$ cat config.mk
export PLATFORM = sky130hd
export DESIGN_NAME = bitmask_index_serializer
export DESIGN_NICKNAME = d
export VERILOG_FILES = /design/src/rtl/bitsim_enc_pkg.sv /design/src/rtl/priority_encoder_msb.sv /design/src/rtl/bitmask_index_serializer.sv
export SDC_FILE = /design/constraint.sdc
export NUM_CORES = 1
export LEC_CHECK = 0
export BUFFER_PORTS_ARGS = -buffer_cell sky130_fd_sc_hd__buf_2
export CAP_MARGIN = 10
export CORE_MARGIN = 5
export CORE_UTILIZATION = 45
export DETAILED_ROUTE_END_ITERATION = 8
export GPL_TIMING_DRIVEN = 0
export HOLD_SLACK_MARGIN = 0.02
export PLACE_DENSITY = 0.74
export SETUP_SLACK_MARGIN = 0.15
export SKIP_CTS_REPAIR_TIMING = 1
export SYNTH_ARGS = -nofsm -noshare
export SYNTH_HDL_FRONTEND = slang
export SYNTH_SLANG_ARGS = --single-unit
$ cat constraint.sdc
create_clock -name clk -period 9.6 [get_ports clk]
set_input_delay 0.48 -clock clk [delete_from_list [all_inputs] [get_ports clk]]
set_output_delay 0.48 -clock clk [all_outputs]
set_load 0.02 [all_outputs]
$ cat src/rtl/bitsim_enc_pkg.sv
// Shared types and defaults for the bit-serial encoder blocks.
package bitsim_enc_pkg;

    typedef enum logic {SER_IDLE = 1'b0, SER_BUSY = 1'b1} ser_state_t;

    localparam int MASK_W_DEFAULT = 32;

endpackage

$ cat src/rtl/priority_encoder_msb.sv
// MSB-first priority encoder: index i names bit [WIDTH-1-i], the highest set bit wins.
module priority_encoder_msb
    import bitsim_enc_pkg::*;
#(
    parameter int WIDTH = MASK_W_DEFAULT,
    parameter int IDX_W = $clog2(WIDTH)
) (
    input  logic [WIDTH-1:0] in,
    output logic [IDX_W-1:0] idx,
    output logic             any,
    output logic             one_hot
);

    // Scan LSB to MSB so the highest set bit is the last one to claim idx.
    always_comb begin
        idx = {IDX_W{1'b0}};
        for (int b = 0; b < WIDTH; b++) begin
            idx = in[b] ? IDX_W'(WIDTH - 1 - b) : idx;
        end
    end

    // A value is one-hot when it is nonzero and clearing its lowest set bit leaves nothing.
    always_comb begin
        any     = |in;
        one_hot = any && ((in & (in - {{(WIDTH-1){1'b0}}, 1'b1})) == {WIDTH{1'b0}});
    end

endmodule

$ cat src/rtl/bitmask_index_serializer.sv
// Streams the MSB-first index of every set bit of a mask, one per beat.
// BITMASK_SERIALIZER_ZERO_SKIP_EN: consume all-zero masks without emitting a beat.
module bitmask_index_serializer
    import bitsim_enc_pkg::*;
#(
    parameter int WIDTH = MASK_W_DEFAULT,
    parameter int IDX_W = $clog2(WIDTH)
) (
    input  logic             clk,
    input  logic             reset,
    input  logic [WIDTH-1:0] in_mask,
    input  logic             in_val,
    output logic             in_rdy,
    output logic [IDX_W-1:0] out_idx,
    output logic             out_val,
    input  logic             out_rdy,
    output logic             out_last,
    output logic             out_zero
);

    ser_state_t       state_r;
    ser_state_t       state_next_s;
    logic [WIDTH-1:0] mask_q;
    logic [WIDTH-1:0] mask_next_s;
    logic [WIDTH-1:0] clr_s;
    logic [IDX_W-1:0] enc_idx_s;
    logic [IDX_W-1:0] bit_pos_s;
    logic             enc_any_s;
    logic             enc_one_hot_s;
    logic             busy_s;
    logic             fire_s;
    logic             load_s;
    logic             in_zero_s;
    logic             last_s;

`ifndef BITMASK_SERIALIZER_ZERO_SKIP_EN
    logic             zero_q;
    logic             zero_next_s;
`endif

    priority_encoder_msb #(
        .WIDTH   (WIDTH),
        .IDX_W   (IDX_W)
    ) u_penc (
        .in      (mask_q),
        .idx     (enc_idx_s),
        .any     (enc_any_s),
        .one_hot (enc_one_hot_s)
    );

    assign busy_s    = (state_r == SER_BUSY);
    assign in_zero_s = (in_mask == {WIDTH{1'b0}});

`ifdef BITMASK_SERIALIZER_ZERO_SKIP_EN
    assign last_s   = busy_s && enc_one_hot_s;
    assign out_zero = 1'b0;
`else
    assign last_s   = busy_s && (enc_one_hot_s || zero_q);
    assign out_zero = busy_s && zero_q;
`endif

    assign out_val  = busy_s;
    assign out_idx  = enc_any_s ? enc_idx_s : {IDX_W{1'b0}};
    assign out_last = last_s;
    assign in_rdy   = !busy_s || (out_rdy && last_s);
    assign fire_s   = busy_s && out_rdy;
    assign load_s   = in_val && in_rdy;

    // WIDTH is a power of two, so bit position WIDTH-1-idx is simply ~idx.
    assign bit_pos_s = ~out_idx;

    // One-hot select of the bit being emitted, used to retire it from mask_q.
    always_comb begin
        clr_s            = {WIDTH{1'b0}};
        clr_s[bit_pos_s] = 1'b1;
    end

    // Next state: a load (idle or on the last beat) has priority over retiring a bit.
    always_comb begin
        state_next_s = state_r;
        mask_next_s  = mask_q;
`ifndef BITMASK_SERIALIZER_ZERO_SKIP_EN
        zero_next_s  = zero_q;
`endif
        if (load_s) begin
            mask_next_s  = in_mask;
`ifdef BITMASK_SERIALIZER_ZERO_SKIP_EN
            state_next_s = in_zero_s ? SER_IDLE : SER_BUSY;
`else
            state_next_s = SER_BUSY;
            zero_next_s  = in_zero_s;
`endif
        end else if (fire_s) begin
            if (last_s) begin
                state_next_s = SER_IDLE;
                mask_next_s  = {WIDTH{1'b0}};
`ifndef BITMASK_SERIALIZER_ZERO_SKIP_EN
                zero_next_s  = 1'b0;
`endif
            end else begin
                mask_next_s  = mask_q & ~clr_s;
            end
        end else begin
            state_next_s = state_r;
        end
    end

    // State registers; reset discards any in-flight mask immediately.
    always_ff @(posedge clk or posedge reset) begin
        if (reset) begin
            state_r <= SER_IDLE;
            mask_q  <= {WIDTH{1'b0}};
`ifndef BITMASK_SERIALIZER_ZERO_SKIP_EN
            zero_q  <= 1'b0;
`endif
        end else begin
            state_r <= state_next_s;
            mask_q  <= mask_next_s;
`ifndef BITMASK_SERIALIZER_ZERO_SKIP_EN
            zero_q  <= zero_next_s;
`endif
        end
    end

endmodule

# ---- Word-level counts from Yosys, hierarchy flattened
# Cells that the tools add are included.
dict set report classes {
  addsub 1
  reduce_logical 16
  bitwise_logic 4
  order_cmp 2
  n_mux 42
}
# cell count
set op_table {}
lappend op_table {{$mux W5} 33}
lappend op_table {{$mux W32} 3}
lappend op_table {{$and A32 B32 Y32} 2}
lappend op_table {{$logic_not A32 Y1} 2}
lappend op_table {{$not A32 Y32} 1}
lappend op_table {{$reduce_or A32 Y1} 1}
lappend op_table {{$sub A32 B1 Y32 const B} 1}
lappend op_table {{$logic_and A1 B1 Y1} 7}
lappend op_table {{$lt A5 B6 Y1 const B} 1}
lappend op_table {{$demux W1 S5} 1}
lappend op_table {{$ge A5 B1 Y1 const B} 1}
lappend op_table {{$mux W1} 5}
lappend op_table {{$not A5 Y5} 1}
lappend op_table {{$reduce_bool A2 Y1} 2}
lappend op_table {{$logic_or A1 B1 Y1} 2}
lappend op_table {{$reduce_and A2 Y1} 1}
lappend op_table {{$logic_not A1 Y1} 1}
dict set report totals {
  reg_bits 34
  output_inout_bits 9
  in_bits 36
  elab_cells 68
}

# ---- Longest topological paths before layout
# Gate-level depths: netlist of run 1.
dict set report logic_depth {
  word_depth 43
  depth_mapped 11
  ltp_nobuf 8
}

# ---- By module
# A second synthesis of run 1 with hierarchy kept.
dict set report unflattened {
  cells_unflattened 279
  area_unflattened_um2 2523.7
}
# mod n_inst area_per_inst_um2 cells_each
set modules_own_cells {}
lappend modules_own_cells {bitmask_index_serializer 1 1778.0 154}
lappend modules_own_cells {priority_encoder_msb 1 745.7 125}

# ---- Least setup slack after synthesis of run 1
# No wires, ideal clock.
dict set report synth_timing {
  path_kind {register -> register}
  startpoint {reg mask_q[20]}
  endpoint {reg mask_q[7]}
  setup_ps 66
  required_ps 9534
  stages_incl_launch_ff 12
  path_slack_ps 6332
  path_buffers 3
  arrival_time_ps 3202
  path_cell_list {dfrtp_1 > buf_6 > or4_4 > or4_1 > o32ai_1 > o2111ai_1 > or4_4 > o311ai_4 > and2_4 > buf_8 > buf_12 > a22o_1}
}
dict set report synth_via {
  word_cells_on_any_way 35
  classes_between {add/sub: 1; order compare: 2; mux: 18; bitwise: 4; reduce/logical: 10}
}
# item line
set synth_lines {}
lappend synth_lines {{from (decl)} bitmask_index_serializer.sv:23} ;# logic [WIDTH-1:0] mask_q;
lappend synth_lines {{from (signal assigned)} bitmask_index_serializer.sv:112} ;# mask_q <= {WIDTH{1'b0}};
lappend synth_lines {{from (signal assigned)} bitmask_index_serializer.sv:118} ;# mask_q <= mask_next_s;
lappend synth_lines {{$sub A32 B1 Y32} priority_encoder_msb.sv:25} ;# one_hot = any && ((in & (in - {{(WIDTH-1){1'b0}}, 1'b1})) == {WIDTH{1'b0}});
lappend synth_lines {{$and A32 B32 Y32} priority_encoder_msb.sv:25}
lappend synth_lines {{$logic_not A32 Y1} priority_encoder_msb.sv:25}
lappend synth_lines {{$logic_and A1 B1 Y1 *} priority_encoder_msb.sv:25}
lappend synth_lines {{$logic_or A1 B1 Y1 *} bitmask_index_serializer.sv:58} ;# assign last_s = busy_s && (enc_one_hot_s || zero_q);
lappend synth_lines {{$logic_and A1 B1 Y1 *} bitmask_index_serializer.sv:58}
lappend synth_lines {{$logic_and A1 B1 Y1 *} bitmask_index_serializer.sv:65} ;# assign in_rdy = !busy_s || (out_rdy && last_s);
lappend synth_lines {{$logic_or A1 B1 Y1 *} bitmask_index_serializer.sv:65}
lappend synth_lines {{net in_rdy} bitmask_index_serializer.sv:13} ;# output logic in_rdy,
lappend synth_lines {{$logic_and A1 B1 Y1 *} bitmask_index_serializer.sv:67} ;# assign load_s = in_val && in_rdy;
lappend synth_lines {{$mux W32 or $reduce_bool A2 Y1 (tied branches)} -}
# The timed path passes the listed nets; every way through them passes the cells marked *. The select of a mux whose other input is x is not followed.
# A chain may end at the register's enable or synchronous reset.

# ---- Worst setup path after layout of run 1
dict set report layout_timing {
  startpoint {reg mask_q[13]}
  endpoint {out in_rdy}
}
dict set report layout_via {
  elab_chain_cells 8
  word_cells_on_any_way 9
  classes_between {add/sub: 1; bitwise: 1; reduce/logical: 7}
}
# item line
set layout_rtl {}
lappend layout_rtl {{$sub A32 B1 Y32} priority_encoder_msb.sv:25}
lappend layout_rtl {{$and A32 B32 Y32} priority_encoder_msb.sv:25}
lappend layout_rtl {{$logic_not A32 Y1} priority_encoder_msb.sv:25}
lappend layout_rtl {{$logic_and A1 B1 Y1 *} priority_encoder_msb.sv:25}
lappend layout_rtl {{$logic_or A1 B1 Y1 *} bitmask_index_serializer.sv:58}
lappend layout_rtl {{$logic_and A1 B1 Y1 *} bitmask_index_serializer.sv:58}
lappend layout_rtl {{$logic_and A1 B1 Y1 *} bitmask_index_serializer.sv:65}
lappend layout_rtl {{$logic_or A1 B1 Y1 *} bitmask_index_serializer.sv:65}
lappend layout_rtl {{to (decl)} bitmask_index_serializer.sv:13}
# Mark *: on every way between the ends. The rest lies on a longest branch, timed or not.

==> results.md, run 1 <==
* GRT Total Usage at a little over a fifth
* Filler cells at 546
* Async S/R FF share, synth at 100.0%
* I/O pin total at 45
* Clock tree from TritonCTS: yes
* Grt ovf at 0
* Fmax at 263.2 MHz
* Post-DP Area at 2800 sq um
* IO buf count at between 40 and 50
* Post-synth EDFFs at 0
* Pin count of the biggest net entering global routing at 20
* Share of layout cells above drive strength 1 at 19.82%
* Slew HR at between 40% and 50%
* CTS HTree Levels at 2
* Syn avg cell area at about 8.6 sq um
* Worst setup SP type: register
* Core box area at 5405 sq um
* Drt drc at 0
* Sink Count at 34
* Synth-to-layout area growth at 16.82%
* Final HPWL DP at roughly 5900 microns
* Fin crit share at 39.58%
* Cell Area, Synth at 2462 sq um
* N_diodes at 0
* First-pass GRT wire length at 12080 microns
* Worst slew pin tran at between 700 and 800 ps
* Initial Util at 45.56%
* Hold crit path type: in2async
* Max_cap viols at 0
* Die area at 7051 sq um
* Worst skew pair latency at 290 ps
* Clk_skew at 2.828 ps
* Status: complete, no violations
* Worst R2R Path Depth at 11
* First drt pass iteration count at 5
* Clock Pin Slew Worst Setup and Hold Paths at 60 ps
* Register area share after synthesis at 34.55%
* Worst path arrival time at 3320 ps
* Ys Warns at 0
* Synth Instances at 286
* Setup Viol. Count Final at 0
* Synth Flop Type: dfrtp_1
* Die height at 83.97 microns
* Yosys reg bits at 34
* Layout Nets at 374
* Average vias per placed instance at 6.424
* Reg2reg start: mask_q[16]
* Worst path slowest cell: nor4_1
* FP Rows at 27
* CP Data Required Time at around 9100 ps
* Final WL at 7498 microns
* Synth unique cells at 55
* Vias in the first global route at 2448
* Max incr delay on CP at 550 ps
* Post-Syn Nets at roughly 320
* Final design utilization at 53.22%
* Max VDD drop at 0.1645 mV
* Die width at 83.97 microns
* Post-route ant nets at 0
* Clock buffer depth at 2
* Clk root buf: clkbuf_8
* Hold Fails Final Rpt at 0
* Shortest period the worst path allows at 3800 ps
* 1st-iter DRT viols at 323
* Kind of critical path: reg2out
* Fin area at 2877 sq um
* Final non-filler cell total at 410
* Initial antenna violation count at 0
* Vias post-DR at 2634
* Leakage power at about 0.0012 uW
* Max-slew violations at 0
* Cts bufs inserted at 5
* CP Cell Sequence: nor4_1 > nand4_1 > or3_1 > a22o_1 > or4_4 > o311ai_4 > buf_2
* Avg WL per Cell at 18.29 microns
* Crit path capture type: output pin
* Setup TNS at 0 ps
* Gpl congestion at 0.9866
* Pwr per Cell Area at 379.9 nW/um^2
* RSZ-0062 raised after global routing: no
* Worst-path fanout max at 8
* R2r setup slk at 6110 ps
* R2r endpoint: mask_q[22]
* Dpl cells at approximately 400
[where the power goes]
part,switching [uW],internal (uW),leakage (uW)
Sequential,85.2,191,0.000445
Clock,48.8,49.9,0.0000383
Combinational,451,267,0.000705
Total,585,508,0.00119
[state kept, by name, summed over array words and instances, names as in the netlist]
signal,cells
mask_q,32
out_val,1
zero_q,1
[cell families after synthesis]
kind of cell,after synthesis,synth area share (%)
buffers and inverters,23,5.995
and+or+nand+nor,140,29.88
AOI/OAI and AO/OA,87,28.76
adders and majority gates,2,0.8130
DFF,34,34.55
[worst max-delay path: cells and delay by family, from the launching register on]
| kind | cells | cell delay [ps] |
|---|---|---|
| simple gates | 4 | 1830 |
| compound gates | 2 | 530 |
| flops | 1 | 460 |
| buf+inv | 1 | 220 |
[cells in the final DEF, fill, tap and decap left out, types with 5 or more instances in the layout]
master    count
a21oi_1      13
a32o_1       27
buf_2        47
clkbuf_1      8
clkbuf_8      5
dfrtp_1      34
inv_1         8
nand2_1      37
nand3_1       8
nand4_1       6
nor2_1       34
nor2b_1       5
nor3_1        9
nor4_1       13
o21ai_0       8
or3_1         5
or4_1         5
[metrics by stage]
step	total power [uW]	hold slack [ps]	setup WS, ps
2_1_floorplan	767.6	562.3	6332
3_3_place_gp	974.1	608.5	6158
3_5_place_dp	979.3	613.4	6127
4_1_cts	1080	316.9	5835
5_1_grt	1177	356.2	5483
6_report	1093	302.3	5800
[worst max path at each step]
stage,startpoint,to,slack (ps),cells after the start
6_report,mask_q[13],in_rdy,5800,7
5_1_grt,mask_q[13],in_rdy,5480,7
4_1_cts,mask_q[0],in_rdy,5830,7
3_5_place_dp,mask_q[16],mask_q[20],6130,11
3_3_place_gp,mask_q[13],in_rdy,6160,7
2_1_floorplan,mask_q[20],mask_q[7],6330,11
[routing by layer]
layer | global-route usage, % | vias to the layer above | share of wire, %
li1 | - | 1224 | -
met1 | 28.27 | 1280 | 43
met2 | 35.07 | 110 | 48
met3 | 4.146 | 20 | 6.2
met4 | 7.602 | 0 | 2.6
met5 | 0 | - | 0
[final cells by class]
| class | count | area, sq um | share of cell area [%] |
|---|---|---|---|
| Sequential cell | 34 | 850.8 | 29.58 |
| Tap cell | 72 | 90.09 | 3.132 |
| Timing Repair Buffer | 45 | 247.7 | 8.612 |
| Clock buffer | 7 | 76.32 | 2.653 |
| Multi-Input combinational cell | 229 | 1464 | 50.89 |
| Inverter | 8 | 30.03 | 1.044 |
| Buffer | 15 | 117.6 | 4.089 |
[synth_stat cells (4+ instances only)]
library cell	n	share of area, %
a32o_1	27	11
o21a_1	4	1.2
nor3_1	9	1.8
nand4_1	6	1.5
nor2b_1	5	1.3
nand2_1	37	5.6
a21oi_1	13	2.6
o21ai_0	8	1.6
or3_1	5	1.3
clkbuf_1	6	0.91
dfrtp_1	34	35
nor2_1	34	5.2
a22o_1	4	1.4
or4_1	5	1.5
inv_1	8	1.2
nor4_1	13	3.3
nand3_1	8	1.6
Note: power is estimated with default switching activity, not from simulation.
==> inputs of run 2 (changes only) <==
--- a/config.mk
+++ b/config.mk
@@ -12,7 +12,7 @@
 export DETAILED_ROUTE_END_ITERATION = 8
 export GPL_TIMING_DRIVEN = 0
 export HOLD_SLACK_MARGIN = 0.02
-export PLACE_DENSITY = 0.74
+export PLACE_DENSITY = 0.76
 export SETUP_SLACK_MARGIN = 0.15
 export SKIP_CTS_REPAIR_TIMING = 1
 export SYNTH_ARGS = -nofsm -noshare
==> constraint.sdc (replaced) <==
create_clock -name clk -period 3.2 [get_ports clk]
set_input_delay 0.16 -clock clk [delete_from_list [all_inputs] [get_ports clk]]
set_output_delay 0.16 -clock clk [all_outputs]
set_load 0.02 [all_outputs]
==> run 2 against run 1 <==
Compared with the run above: first-iteration DRC count rose by 30%; sequential power rose to 3.1 times the previous value; the run now ends with hold timing, setup timing left; cell count rose by 3.7%; utilization increased by 5.7 points; clock skew increased by 4.6 ps; worst hold slack got worse by 310 ps; count of clock-buffer cells in the layout is 1 higher; sequential share of layout area decreased by 2.7 points; combinational power grew to 3.4 times the previous value; clock power grew to 3.9 times the previous value.
==> results.md, run 2 (synthesis results as in run 1) <==
* Hold crit path type: in2async
* Sink Count at 34
* Max incr delay on CP at 540 ps
* GRT Total Usage at 22.26%
* First-pass GRT wire length at ~13000 microns
* 1st-iter DRT viols at 419
* Grt ovf at 0
* Die area at slightly above 7000 sq um
* Kind of critical path: reg2reg
* Pre-CTS WS at -299.2 ps
* FP Rows at 27
* Cts bufs inserted at 5
* Shortest period the worst path allows at 3333 ps
* Max-slew violations at 0
* CP bufs+invs at 3
* Final WL at 8470 microns
* Post-route ant nets at 0
* CP Data Required Time at 3430 ps
* Setup Viol. Count Final at 32
* Max_cap viols at 0
* Worst skew pair latency at roughly 290 ps
* Drt drc at 0
* RSZ-0062 raised after global routing: yes
* CP Cell Sequence: buf_6 > or4_4 > or4_4 > o32ai_2 > o2111ai_1 > or4_4 > o311ai_4 > and2_4 > buf_12 > clkbuf_16 > a32o_1
* Initial antenna violation count at 0
* Average vias per placed instance at 6.631
* Worst-path fanout max at 8
* Vias post-DR at 2818
* Worst slew pin tran at 803.5 ps
* Clock buffer depth at 2
* Comb power frac at approximately 66%
* Gpl congestion at approximately 0.98
* Core box area at 5405 sq um
* I/O pin total at 45
* Hold Fails Final Rpt at 10
* Post-DP Area at 2800 sq um
* Most frequent cells in the layout: 45 x buf_2, 37 x nand2_1, 33 x nor2_1, 31 x dfrtp_1, 25 x a32o_1
* P_int at approximately 1800 uW
* Part of the power in registers at 23.2%
* Layout Nets at 388
* Clock tree from TritonCTS: yes
* Worst setup SP type: register
* Pin count of the biggest net entering global routing at 19
* Status: complete, but fails checks
* N_diodes at 0
* Max reg flops at 32
* Fmax at between 300 and 400 MHz
* Psw at 1944 uW
* Final HPWL DP at 5973 microns
* Failing checks: hold timing, setup timing
* Avg WL per Cell at 19.93 microns
* Crit path capture type: register
* Sw Ratio at 52.53%
* Largest Register: mask_q
* Clk root buf: clkbuf_8
* IO buf count at 44
* CTS HTree Levels at 2
* Power share of the clock group at 10.3%
* Hold slack at -5.337 ps
* Fin area at roughly 3200 sq um
* Worst path arrival time at 3560 ps
* Share of layout cells above drive strength 1 at 28.61%
* Leakage power at roughly 0.0013 uW
* Final setup margin at -133.3 ps
* Commonest non-fill, non-tap cell in the layout: buf_2
* Fin crit share at 104.2%
* Max VDD drop at approximately 0.50 mV
* Die width at 83.97 microns
* Die height at approximately 84 microns
* Worst path slowest cell: or4_4
* Slew HR at 45.68%
* Vias in the first global route at ~2500
* Most frequent CP cell: or4_4
* Clk_skew at 7.450 ps
* CP delay by family, top: simple AND/OR/NAND/NOR gates
* Clock Pin Slew Worst Setup and Hold Paths at 70 ps
* First drt pass iteration count at 5
* Initial Util at 45.56%
* Synth-to-layout area growth at 29.32%
* Setup TNS at -3545 ps
* Pwr per Cell Area at 1162 nW/um^2
-- run 2: cell types whose count changed in the layout (fill, tap and decap cells not counted), moves of 3 or more --
cell,change
dfrtp_2,+3
clkbuf_16,+3
dfrtp_1,-3
clkbuf_1,-4
nor4_4,+3
buf_6,+3
buf_4,+11
clkbuf_8,+3
-- run 2: power groups by stage --
stage               logic [uW]  registers [uW]  clock network (uW)
global route              2610             886                 409
floorplan                 1550             756                   0
global placement          2110             818                   0
finish                    2460             860                 383
CTS                       2130             822                 387
detailed placement        2120             826                   0
-- run 2: area by class of cell --
type | instances | area (sq um)
fillers | 493 | 2221
well taps | 72 | 90.09
clock buffers | 8 | 110.1
multi-input cells | 229 | 1549
plain buffers | 15 | 138.9
repair buffers | 59 | 411.6
inverters | 8 | 30.03
flip-flops and latches | 34 | 854.6
-- run 2: routing by layer --
metal / part of all wire, % / track usage, % / vias up
li1: - / - / 1250
met1: 40 / 28.29 / 1384
met2: 48 / 37.45 / 155
met3: 8.5 / 4.146 / 29
met4: 3.9 / 8.187 / 0
met5: 0 / 0 / -
-- run 2: stage by stage --
step                power, uW  instances  utilization [%]
floorplan                2303        286                -
global placement         2923        402            51.30
detailed placement       2948        403            51.81
CTS                      3340        411            53.84
global route             3909        425            58.91
finish                   3701        425            58.91
-- run 2: final timing paths --
kind | start | cells past startpoint | end | slack (ps)
setup / recovery | mask_q[20] | 11 | mask_q[11] | -130
min in group clk | in_mask[24] | 2 | mask_q[24] | 100
hold / removal | reset | 2 | mask_q[20] | -5
max in group asynchronous | reset | 3 | mask_q[1] | 2650
setup reg to reg | mask_q[20] | 11 | mask_q[11] | -130
hold reg to reg | mask_q[16] | 1 | mask_q[16] | 610
==> inputs of run 3 (changes only) <==
--- a/config.mk
+++ b/config.mk
@@ -10,7 +10,6 @@
 export CORE_MARGIN = 5
 export CORE_UTILIZATION = 45
 export DETAILED_ROUTE_END_ITERATION = 8
-export GPL_TIMING_DRIVEN = 0
 export HOLD_SLACK_MARGIN = 0.02
 export PLACE_DENSITY = 0.76
 export SETUP_SLACK_MARGIN = 0.15
==> constraint.sdc (replaced) <==
create_clock -name clk -period 3.2 [get_ports clk]
set_input_delay 0.16 -clock clk [delete_from_list [all_inputs] [get_ports clk]]
set_output_delay 0.16 -clock clk [all_outputs]
set_load 0.01 [all_outputs]
==> run 3 against run 2 <==
Compared with the run above: cell count up 2.6%; final area down 0.75%; count of clock-buffer cells in the layout unchanged; the run now ends clean; clock power about the same; total power up 4.3%; sequential share of layout area up 0.083 points.
==> results.md, run 3 (synthesis results as in run 1) <==
* Status: complete, no violations
* Vias in the first global route at 2688
* Post-route ant nets at 0
* IO buf count at 44
* Final WL at 8460 microns
* Hold Fails Final Rpt at 0
* Fin crit share at 95.35%
* Layout Nets at 399
* Sink Count at 34
* P_int at 1982 uW
* Clk root buf: clkbuf_8
* Average vias per placed instance at between 6 and 7
* Die area at a little over 7000 sq um
* RSZ-0062 raised after global routing: yes
* 1st-iter DRT viols at around 280
* Worst skew pair latency at 280 ps
* Initial antenna violation count at 0
* Drt drc at 0
* Final setup margin at between 100 and 150 ps
* Part of the power in registers at 19.3%
* Max reg flops at 32
* First drt pass iteration count at 5
* FP Rows at 27
* Gpl congestion at 0.9845
* Clock buffer depth at 2
* Leakage power at about 0.0014 uW
* Pwr per Cell Area at between 1000 and 1500 nW/um^2
* I/O pin total at 45
* Crit path capture type: output pin
* Core box area at about 5400 sq um
* Max VDD drop at 0.5322 mV
* Hold Crit Depth at 2
* Post-DP Area at 2964 sq um
* CTS HTree Levels at 2
* Most frequent cells in the layout: 44 x buf_2, 37 x nand2_1, 37 x buf_4, 34 x dfrtp_1, 33 x nor2_1
* Die height at 83.97 microns
* Max_cap viols at 0
* Clk_skew at 3.108 ps
* Pre-CTS WS at 123.1 ps
* Dpl cells at 423
* Vias post-DR at between 2000 and 3000
* Psw at approximately 1900 uW
* Setup TNS at 0 ps
* Worst path arrival time at 2890 ps
* Avg WL per Cell at 19.40 microns
* Final HPWL DP at 6362 microns
* Cts bufs inserted at 5
* Clock tree from TritonCTS: yes
* Clock Pin Slew Worst Setup and Hold Paths at roughly 70 ps
* N_diodes at 0
* Fin area at 3161 sq um
* Share of layout cells above drive strength 1 at about 29%
* Synth-to-layout area growth at 28.35%
* Worst R2R Path Depth at 9
* Initial Util at 45.56%
* Setup Viol. Count Final at 0
* Worst setup SP type: register
* Filler cells at 520
* Comb power frac at 70.7%
* Worst-path fanout max at 3
* Max-slew violations at 0
* First-pass GRT wire length at 13530 microns
* Hold crit path type: in2reg
* Slew HR at 50.43%
* Kind of critical path: reg2out
* Power share of the clock group at 9.9%
* Final non-filler cell total at between 400 and 500
* Largest Register: mask_q
* Commonest non-fill, non-tap cell in the layout: buf_2
* Worst slew pin tran at 733.1 ps
* Shortest period the worst path allows at 3051 ps
* Fmax at roughly 330 MHz
* CP Data Required Time at 3040 ps
* Sw Ratio at 48.69%
* Pin count of the biggest net entering global routing at 35
* GRT Total Usage at 23.59%
* Die width at roughly 84 microns
* Grt ovf at 0
==> run 3: changes by cell type in the layout (fill, tap and decap cells not counted), sizes merged <==
cell / previous run / this run
buf: 65 / 84
clkbuf: 17 / 8
dlygate4sd3: 0 / 1
==> run 3: worst max-delay path, stage by stage, from the launching register on <==
cell,delay [ps]
dfrtp_1,380
or4_4,560
or4_4,430
o32ai_2,200
o2111ai_1,140
or4_4,470
o311ai_4,250
buf_2,180
==> run 3: metrics by stage <==
step                      power (uW)  util, %  hold slack [ps]
after floorplan                 2225        -            286.7
after global placement          3236    54.84            272.7
after detailed placement        3258    54.84            288.4
after CTS                       3651    56.88           -6.721
after global routing            4103    58.47            104.1
final                           3862    58.47            101.9
==> run 3: metal layers <==
| metal | wire [microns] | up-vias | global-route usage [%] |
|---|---|---|---|
| met5 | 0 | - | 0 |
| met4 | 195 | 0 | 8.041 |
| met3 | 585 | 19 | 4.344 |
| met2 | 4117 | 106 | 38.90 |
| met1 | 3561 | 1342 | 30.97 |
| li1 | - | 1272 | - |
==> run 3: layout make-up <==
type / instances / area [sq um] / area share [%]
timing repair buffer: 85 / 568.0 / 17.97
tap: 72 / 90.09 / 2.850
sequential: 34 / 850.8 / 26.92
multi-input combinational: 229 / 1511 / 47.82
clock buffer: 8 / 110.1 / 3.484
inverter: 8 / 30.03 / 0.9501
==> run 3: worst paths after layout <==
path	from	slack, ps	end
setup / recovery	mask_q[20]	150	in_rdy
hold / removal	in_mask[12]	100	mask_q[12]
setup reg to reg	mask_q[20]	180	mask_q[17]
hold reg to reg	mask_q[22]	590	mask_q[22]
max in group asynchronous	reset	2360	out_val
min in group asynchronous	reset	520	mask_q[24]
==> run 3: power groups by stage <==
stage / clock, uW / combinational (uW) / sequential (uW)
detailed placement: 0 / 2520 / 737
CTS: 383 / 2540 / 731
floorplan: 0 / 1470 / 755
global placement: 0 / 2500 / 735
global route: 404 / 2930 / 768
finish: 384 / 2730 / 746
